===== src/rtl/sysid_timer_regs_if.sv =====
// Avalon-MM slave bus bundle for the system-ID / timer register block.
//   address       word address (3 bits)
//   chipselect    slave select
//   read, write   strobes, qualified by chipselect
//   writedata     32-bit write data
//   byteenable    write byte lanes
//   readdata      registered read data
//   readdatavalid one-cycle pulse marking valid read data
interface sysid_timer_regs_if;
   logic [2:0]  address;
   logic        chipselect;
   logic        read;
   logic        write;
   logic [31:0] writedata;
   logic [3:0]  byteenable;
   logic [31:0] readdata;
   logic        readdatavalid;

   modport master (
      output address, chipselect, read, write, writedata, byteenable,
      input  readdata, readdatavalid
   );

   modport slave (
      input  address, chipselect, read, write, writedata, byteenable,
      output readdata, readdatavalid
   );
endinterface


===== src/rtl/sysid_timer_regs.sv =====
// System-ID slave with free-running time counters.
// Returns fixed ID/timestamp/capability words, a 64-bit cycle counter read
// coherently as LO then HI, a millisecond counter, and a byte-writable
// scratch register. Read latency is fixed at one cycle.
// Ports:
//   clock     system clock
//   reset_n   asynchronous active-low reset; release is expected to be
//             synchronous to clock
//   bus       Avalon-MM slave (sysid_timer_regs_if.slave)
//   heartbeat ms_count[HB_BIT]
module sysid_timer_regs #(
   parameter logic [31:0] ID_VALUE     = 32'h59E6_1DEB,
   parameter logic [31:0] TIMESTAMP    = 32'h0,
   parameter int unsigned TICK_DIV     = 50000,
   parameter logic [31:0] SCRATCH_INIT = 32'h0,
   parameter int unsigned HB_BIT       = 9,
   parameter logic [15:0] VERSION      = 16'h0002
) (
   input  logic                  clock,
   input  logic                  reset_n,
   sysid_timer_regs_if.slave     bus,
   output logic                  heartbeat
);

   typedef enum logic [2:0] {
      REG_ID      = 3'd0,
      REG_TSTAMP  = 3'd1,
      REG_CYC_LO  = 3'd2,
      REG_CYC_HI  = 3'd3,
      REG_MS      = 3'd4,
      REG_SCRATCH = 3'd5,
      REG_CAPS    = 3'd6,
      REG_CTRL    = 3'd7
   } reg_addr_e;

   localparam int unsigned    PW        = (TICK_DIV > 1) ? $clog2(TICK_DIV) : 1;
   localparam logic [PW-1:0]  PRESC_MAX = PW'(TICK_DIV - 1);

   logic [63:0]   cyc_cnt;
   logic [31:0]   cyc_snap_hi;
   logic [PW-1:0] presc;
   logic [31:0]   ms_count;
   logic [31:0]   scratch;
   logic [31:0]   rd_mux;
   logic          rd;
   logic          wr;
   logic          clr;
   reg_addr_e     addr;

   // A read in the same cycle as a write wins; the write is dropped.
   // This also keeps a CTRL clear from ever coinciding with a CYC_LO read.
   always_comb begin
      addr = reg_addr_e'(bus.address);
      rd   = bus.chipselect & bus.read;
      wr   = bus.chipselect & bus.write & ~bus.read;
      clr  = wr && (addr == REG_CTRL) && bus.writedata[0];
      heartbeat = ms_count[HB_BIT];
   end

   always_comb begin
      rd_mux = '0;
      case (addr)
         REG_ID:      rd_mux = ID_VALUE;
         REG_TSTAMP:  rd_mux = TIMESTAMP;
         REG_CYC_LO:  rd_mux = cyc_cnt[31:0];
         REG_CYC_HI:  rd_mux = cyc_snap_hi;
         REG_MS:      rd_mux = ms_count;
         REG_SCRATCH: rd_mux = scratch;
         REG_CAPS:    rd_mux = {VERSION, 8'd3, 8'd0};
         REG_CTRL:    rd_mux = '0;
         default:     rd_mux = '0;
      endcase
   end

   always_ff @(posedge clock or negedge reset_n) begin
      if (!reset_n) begin
         cyc_cnt  <= '0;
         presc    <= '0;
         ms_count <= '0;
      end else if (clr) begin
         cyc_cnt  <= '0;
         presc    <= '0;
         ms_count <= '0;
      end else begin
         cyc_cnt <= cyc_cnt + 64'd1;
         if (presc == PRESC_MAX) begin
            presc    <= '0;
            ms_count <= ms_count + 32'd1;
         end else begin
            presc <= presc + PW'(1);
         end
      end
   end

   always_ff @(posedge clock or negedge reset_n) begin
      if (!reset_n) begin
         scratch <= SCRATCH_INIT;
      end else if (wr && (addr == REG_SCRATCH)) begin
         for (int unsigned i = 0; i < 4; i++) begin
            if (bus.byteenable[i]) begin
               scratch[8*i +: 8] <= bus.writedata[8*i +: 8];
            end
         end
      end
   end

   // Reading CYC_LO latches the upper word so a following CYC_HI read
   // pairs with it, regardless of carries in between.
   always_ff @(posedge clock or negedge reset_n) begin
      if (!reset_n) begin
         bus.readdata      <= '0;
         bus.readdatavalid <= 1'b0;
         cyc_snap_hi       <= '0;
      end else begin
         bus.readdatavalid <= rd;
         if (rd) begin
            bus.readdata <= rd_mux;
            if (addr == REG_CYC_LO) begin
               cyc_snap_hi <= cyc_cnt[63:32];
            end
         end
      end
   end

endmodule


===== src/flat_wrapper.sv =====
// flat-port wrapper written by rule: the top's interface ports become plain ports
module sysid_timer_regs_flat 
#(
   parameter logic [31:0] ID_VALUE     = 32'h59E6_1DEB,
   parameter logic [31:0] TIMESTAMP    = 32'h0,
   parameter int unsigned TICK_DIV     = 50000,
   parameter logic [31:0] SCRATCH_INIT = 32'h0,
   parameter int unsigned HB_BIT       = 9,
   parameter logic [15:0] VERSION      = 16'h0002
)
  (clock, reset_n, heartbeat, bus_address, bus_chipselect, bus_read, bus_write, bus_writedata, bus_byteenable, bus_readdata, bus_readdatavalid);
  sysid_timer_regs_if bus_i ();
  input  logic clock;
  input  logic reset_n;
  output logic heartbeat;
  input wire logic [$bits(bus_i.address)-1:0] bus_address;
  input wire logic [$bits(bus_i.chipselect)-1:0] bus_chipselect;
  input wire logic [$bits(bus_i.read)-1:0] bus_read;
  input wire logic [$bits(bus_i.write)-1:0] bus_write;
  input wire logic [$bits(bus_i.writedata)-1:0] bus_writedata;
  input wire logic [$bits(bus_i.byteenable)-1:0] bus_byteenable;
  output wire logic [$bits(bus_i.readdata)-1:0] bus_readdata;
  output wire logic [$bits(bus_i.readdatavalid)-1:0] bus_readdatavalid;
  assign bus_i.address = bus_address;
  assign bus_i.chipselect = bus_chipselect;
  assign bus_i.read = bus_read;
  assign bus_i.write = bus_write;
  assign bus_i.writedata = bus_writedata;
  assign bus_i.byteenable = bus_byteenable;
  assign bus_readdata = bus_i.readdata;
  assign bus_readdatavalid = bus_i.readdatavalid;
  sysid_timer_regs #(.ID_VALUE(ID_VALUE), .TIMESTAMP(TIMESTAMP), .TICK_DIV(TICK_DIV), .SCRATCH_INIT(SCRATCH_INIT), .HB_BIT(HB_BIT), .VERSION(VERSION)) u_core (.clock(clock), .reset_n(reset_n), .bus(bus_i), .heartbeat(heartbeat));
endmodule

===== config.mk =====
export PLATFORM = sky130hd
export DESIGN_NAME = sysid_timer_regs_flat
export DESIGN_NICKNAME = d
export VERILOG_FILES = /design/src/rtl/sysid_timer_regs_if.sv /design/src/rtl/sysid_timer_regs.sv /design/src/flat_wrapper.sv
export SDC_FILE = /design/constraint.sdc
export NUM_CORES = 1
export LEC_CHECK = 0
export ABC_AREA = 1
export CAP_MARGIN = 20
export CORE_MARGIN = 2
export CORE_UTILIZATION = 64
export DETAILED_ROUTE_END_ITERATION = 8
export GPL_ROUTABILITY_DRIVEN = 0
export PLACE_DENSITY = 0.95
export REMOVE_ABC_BUFFERS = 1
export SYNTH_ARGS = -nofsm -noshare
export SYNTH_HDL_FRONTEND = slang
export SYNTH_SLANG_ARGS = --single-unit

===== constraint.sdc =====
create_clock -name clock -period 2.4 [get_ports clock]
set_input_delay 0.72 -clock clock [delete_from_list [all_inputs] [get_ports clock]]
set_output_delay 0.72 -clock clock [all_outputs]
set_load 0.01 [all_outputs]

Word-level counts from Yosys, hierarchy flattened --
Cells that the tools add are included.
Storage, ports and cells: register bits after elaboration 209, input bits 44, output and inout port bits 34, word-level logic and storage cells 42
Operators by class: add/sub/neg operators 3, eq/ne operators 8, multiplexer cells 6, bitwise logic cells 4, reduce and logical (&&, ||, !) cells 11
Operator list (number):
- 32-bit case mux with 7 select lines | 1
- 64-bit by 1-bit adder with 64-bit output, second input constant | 1
- 32-bit two-way mux | 2
- 64-bit two-way mux | 1
- 32-bit by 1-bit adder with 32-bit output, second input constant | 1
- 16-bit two-way mux | 2
- 16-bit by 1-bit adder with 16-bit output, second input constant | 1
- 16-bit equality test, second input constant | 1
- 3-bit equality test, second input constant | 4
- 2-bit AND reduction | 5
- 3-bit by 2-bit equality test with 1-bit output, second input constant | 2
- 1-bit bitwise AND | 3
- 3-bit by 1-bit equality test with 1-bit output, second input constant | 1
- 1-bit logical AND | 3
- 3-bit zero test | 1
- 2-bit nonzero test | 1
- 2-bit OR reduction | 1
- 1-bit inverter | 1

Longest topological paths before layout --
word-level depth 5, depth in mapped cells 11, depth with buffers taken out 11

Least setup slack after synthesis --
Ideal clock, no wire load.
path kind input-to-reg, from input port bus_read, to register u_core.ms_count[6], library setup time 126 ps, arrival time 1566 ps, required time 2274 ps, slack 708 ps, stages on the path 9, path buffers 1, cell sequence inv_1 > nand3_1 > inv_2 > nand3_2 > nand2_2 > inv_2 > buf_2 > nand2_1 > o31ai_1
On the way: longest elaborated chain between the ends 5, elaborated cells between the ends (all ways) 6, those cells by class mux (1); bitwise (2); reduce/logical (3)
Ends and longest elaborated chain:
- start, declared | RTL line flat_wrapper.sv:18 | input wire logic [$bits(bus_i.read)-1:0] bus_read;
- 1-bit inverter * | RTL line sysid_timer_regs.sv:55 | wr = bus.chipselect & bus.write & ~bus.read;
- 1-bit bitwise AND * | RTL line sysid_timer_regs.sv:55
- 1-bit logical AND * (2 in series) | RTL line sysid_timer_regs.sv:56 | clr = wr && (addr == REG_CTRL) && bus.writedata[0];
- 32-bit two-way mux or 2-bit nonzero test (tied branches)
- end signal, assigned | RTL line sysid_timer_regs.sv:88 | ms_count <= ms_count + 32'd1;
- end, declared | RTL line sysid_timer_regs.sv:42 | logic [31:0] ms_count;
Mark *: on every way between the ends. The rest lies on a longest branch, timed or not. A chain may end at the register's enable or synchronous reset.

Worst setup path after layout --
from register u_core.ms_count[9], to output port heartbeat
RTL lines:
- end, declared | RTL line flat_wrapper.sv:15 | output logic heartbeat;
No word-level cell between the ends.

==> results_dict.tcl <==
set metrics [dict create \
    synth_compound_area_frac 0.0878 \
    syn_area_sq_um 11200 \
    worst_pin_slew_ps 591 \
    placed_area_sq_um 12300 \
    finalSetupViolations 0 \
    cp_slowest_cell "clkdlybuf4s50_1" \
    worst_setup_path_end_kind "primary output" \
    clock_path_buffers 3 \
    ys_types 34 \
    portBuffers 77 \
    finalHoldViolations 0 \
    tns_ps 0 \
    synth_mux_area_frac 0.0323 \
    ys_seq_area_frac 0.469 \
    synth_top_family_by_area "simple AND/OR/NAND/NOR gates" \
    crit_path_start "u_core.ms_count[9]$_DFFE_PN0P_" \
    cts_hold_buf 0 \
    grt_pass1_vias 11000 \
    post-cts-setup-buffers 0 \
    rows 48 \
    cp-start-kind "register" \
    wl_per_cell_um 18.8 \
    insertion_delay_ps 510 \
    core_sq_um 17200 \
    gr-usage-all-layers 0.386 \
    worst_slack_ps 104 \
    grt_max_degree 56 \
    status "finished, final reports clean" \
    fin_cells 1842 \
    avgSynthCellArea_sq_um 7.38 \
    pin_count 78 \
    slowest_delay_ps 590 \
    cp.arrival_ps 1580 \
    synth-edff-count 0 \
    ant_nets 0 \
    die_h_um 136 \
    vdd_ir_drop_max_v 0.000570 \
    synth-simple-area-share 0.341 \
    synth_top_area_share 0.469 \
    yosysMostFrequentCell "nand2_1" \
    synth_area_leaders "dfrtp_1 (47%), nand2_1 (17%), nor2_1 (10%)" \
    power_density_nw_per_um2 718 \
    cts-resized-gates 0 \
    root_buffer "clkbuf_16" \
    area_delta_synth_final_pct 16.8 \
    crit_fanout 7 \
    cts_sinks 209 \
    crit_type "register to primary output" \
    die_x_um 136 \
    antenna_found_initial 0 \
    synthAdderAreaFrac 0.00337 \
    power.leakage_nw 5.68 \
    vias 11300 \
    totalWireLength_mm 34.6 \
    period_minus_slack_ps 2300 \
    drtPass1Iterations 8 \
    drive_above_1_share 0.0847 \
    synth_cells 1512 \
    numCtsBuffers 23 \
    dp_hpwl_mm 24.4 \
    finalCoreUtilization 0.759 \
    nFillCells 1172 \
    clock.fmax_mhz 436 \
    synth_top_cell_by_area "dfrtp_1" \
    skew_ps 11.6 \
    clkTransAtPathRegs_ps 60 \
    cap_violations 0 \
    insertedDiodeCount 0 \
    die-area_sq_um 18500 \
    relSlewSlack 0.604 \
    design_area_sq_um 13000 \
    drtIter0Drc 1573 \
    initial_core_util 0.649 \
    crit_chain "clkdlybuf4s50_1" \
    grt_pass1_wl_mm 55.6 \
    ys.flop_type "dfrtp_1" \
    ctsHtreeMaxLevel 1 \
    p_total_mw 9.36 \
    fin_crit_sh 0.957 \
    finalMaxSlewViolations 0 \
    path_delay_family "buffers and inverters" \
    ys_ff_latch 209 \
    whs_ps 136 \
    layout.nets 1650 \
    cp_data_required_time_ps 1680 \
    synth_warnings 0 \
    dpl.cell_count 1803 \
    worstReg2RegStart "u_core.ms_count[0]$_DFFE_PN0P_" \
    cts_tree "built" \
    drc 0 \
    hold_class "input pin to async pin" \
    ys_top_cells_by_count "nand2_1 (501), nor2_1 (307), dfrtp_1 (209)" \
    synthArstFlopShare 1.00 \
    grt_overflow 0 \
    worst-path-buf-inv 1 \
    synth-xor-area-share 0.0126 \
    vias_per_cell 6.16 \
    dp_slack_ps -26.5 \
    rsz0062_at_grt "no" \
]
-- per-layer routing --
metal | part of all wire | GRT usage
met4 | 0.067 | 0.209
met2 | 0.46 | 0.622
met1 | 0.35 | 0.486
met5 | 0 | 0
met3 | 0.12 | 0.0843
-- kinds of logic after synthesis --
kind of cell / after synthesis
AND/OR/NAND/NOR: 932
flip-flops: 209
AO/OA/AOI/OAI: 175
buffers and inverters: 145
multiplexers: 32
XOR/XNOR: 16
adder cells (fa/ha/maj): 3
-- power by group --
group,internal [mW],switching [mW]
clock,2.02,1.44
sequential,3.97,0.471
combinational,0.605,0.849
total,6.60,2.76
-- final timing paths --
kind	end	slack (ps)	cells past startpoint
worst max register to register	u_core.ms_count[12]$_DFFE_PN0P_	310	8
worst min-delay path	u_core.bus.readdata[4]$_DFFE_PN0P_	140	1
worst min register to register	u_core.presc[0]$_DFF_PN0_	480	1
worst max-delay path	heartbeat	100	1
min in group clock	u_core.presc[0]$_DFF_PN0_	480	1
max in group asynchronous	u_core.cyc_snap_hi[17]$_DFFE_PN0P_	1640	2
-- placed cells by master, fill, tap and decap left out, types with 2 or more instances in the layout --
cell	netlist	routed
nor2_1	307	305
clkdlybuf4s50_1	0	76
clkinvlp_4	0	2
clkbuf_16	0	23
ha_1	3	3
a21oi_1	43	43
nand3b_1	4	4
nand3_1	46	46
nand2_1	501	501
nor2_4	4	4
clkinv_2	0	2
nor2_2	12	14
xor2_1	15	15
buf_4	6	21
nand4_1	24	24
mux2_2	32	32
nor3_1	13	13
inv_1	101	101
o21ai_0	89	89
a211oi_1	12	12
dfrtp_1	209	209
nand2_2	10	10
clkbuf_1	16	5
nand3_2	6	6
a41oi_1	18	18
buf_12	0	7
o21ai_1	10	10
inv_2	5	5
clkbuf_8	2	6
-- flip-flops by register name, indices dropped and copies added, names as in the netlist --
signal                    cells
u_core.bus.readdata          32
u_core.bus.readdatavalid      1
u_core.cyc_cnt               64
u_core.cyc_snap_hi           32
u_core.ms_count              32
u_core.presc                 16
u_core.scratch               32
-- layout make-up --
| cell class | count | area, sq um | area share |
|---|---|---|---|
| well taps | 225 | 282 | 0.0216 |
| inverters | 106 | 398 | 0.0305 |
| clock inverters | 6 | 63.8 | 0.00490 |
| repair buffers | 105 | 1070 | 0.0823 |
| flip-flops and latches | 209 | 5230 | 0.401 |
| multi-input cells | 1158 | 5320 | 0.408 |
| clock buffers | 33 | 663 | 0.0509 |
Note: power is estimated with default switching activity, not from simulation.
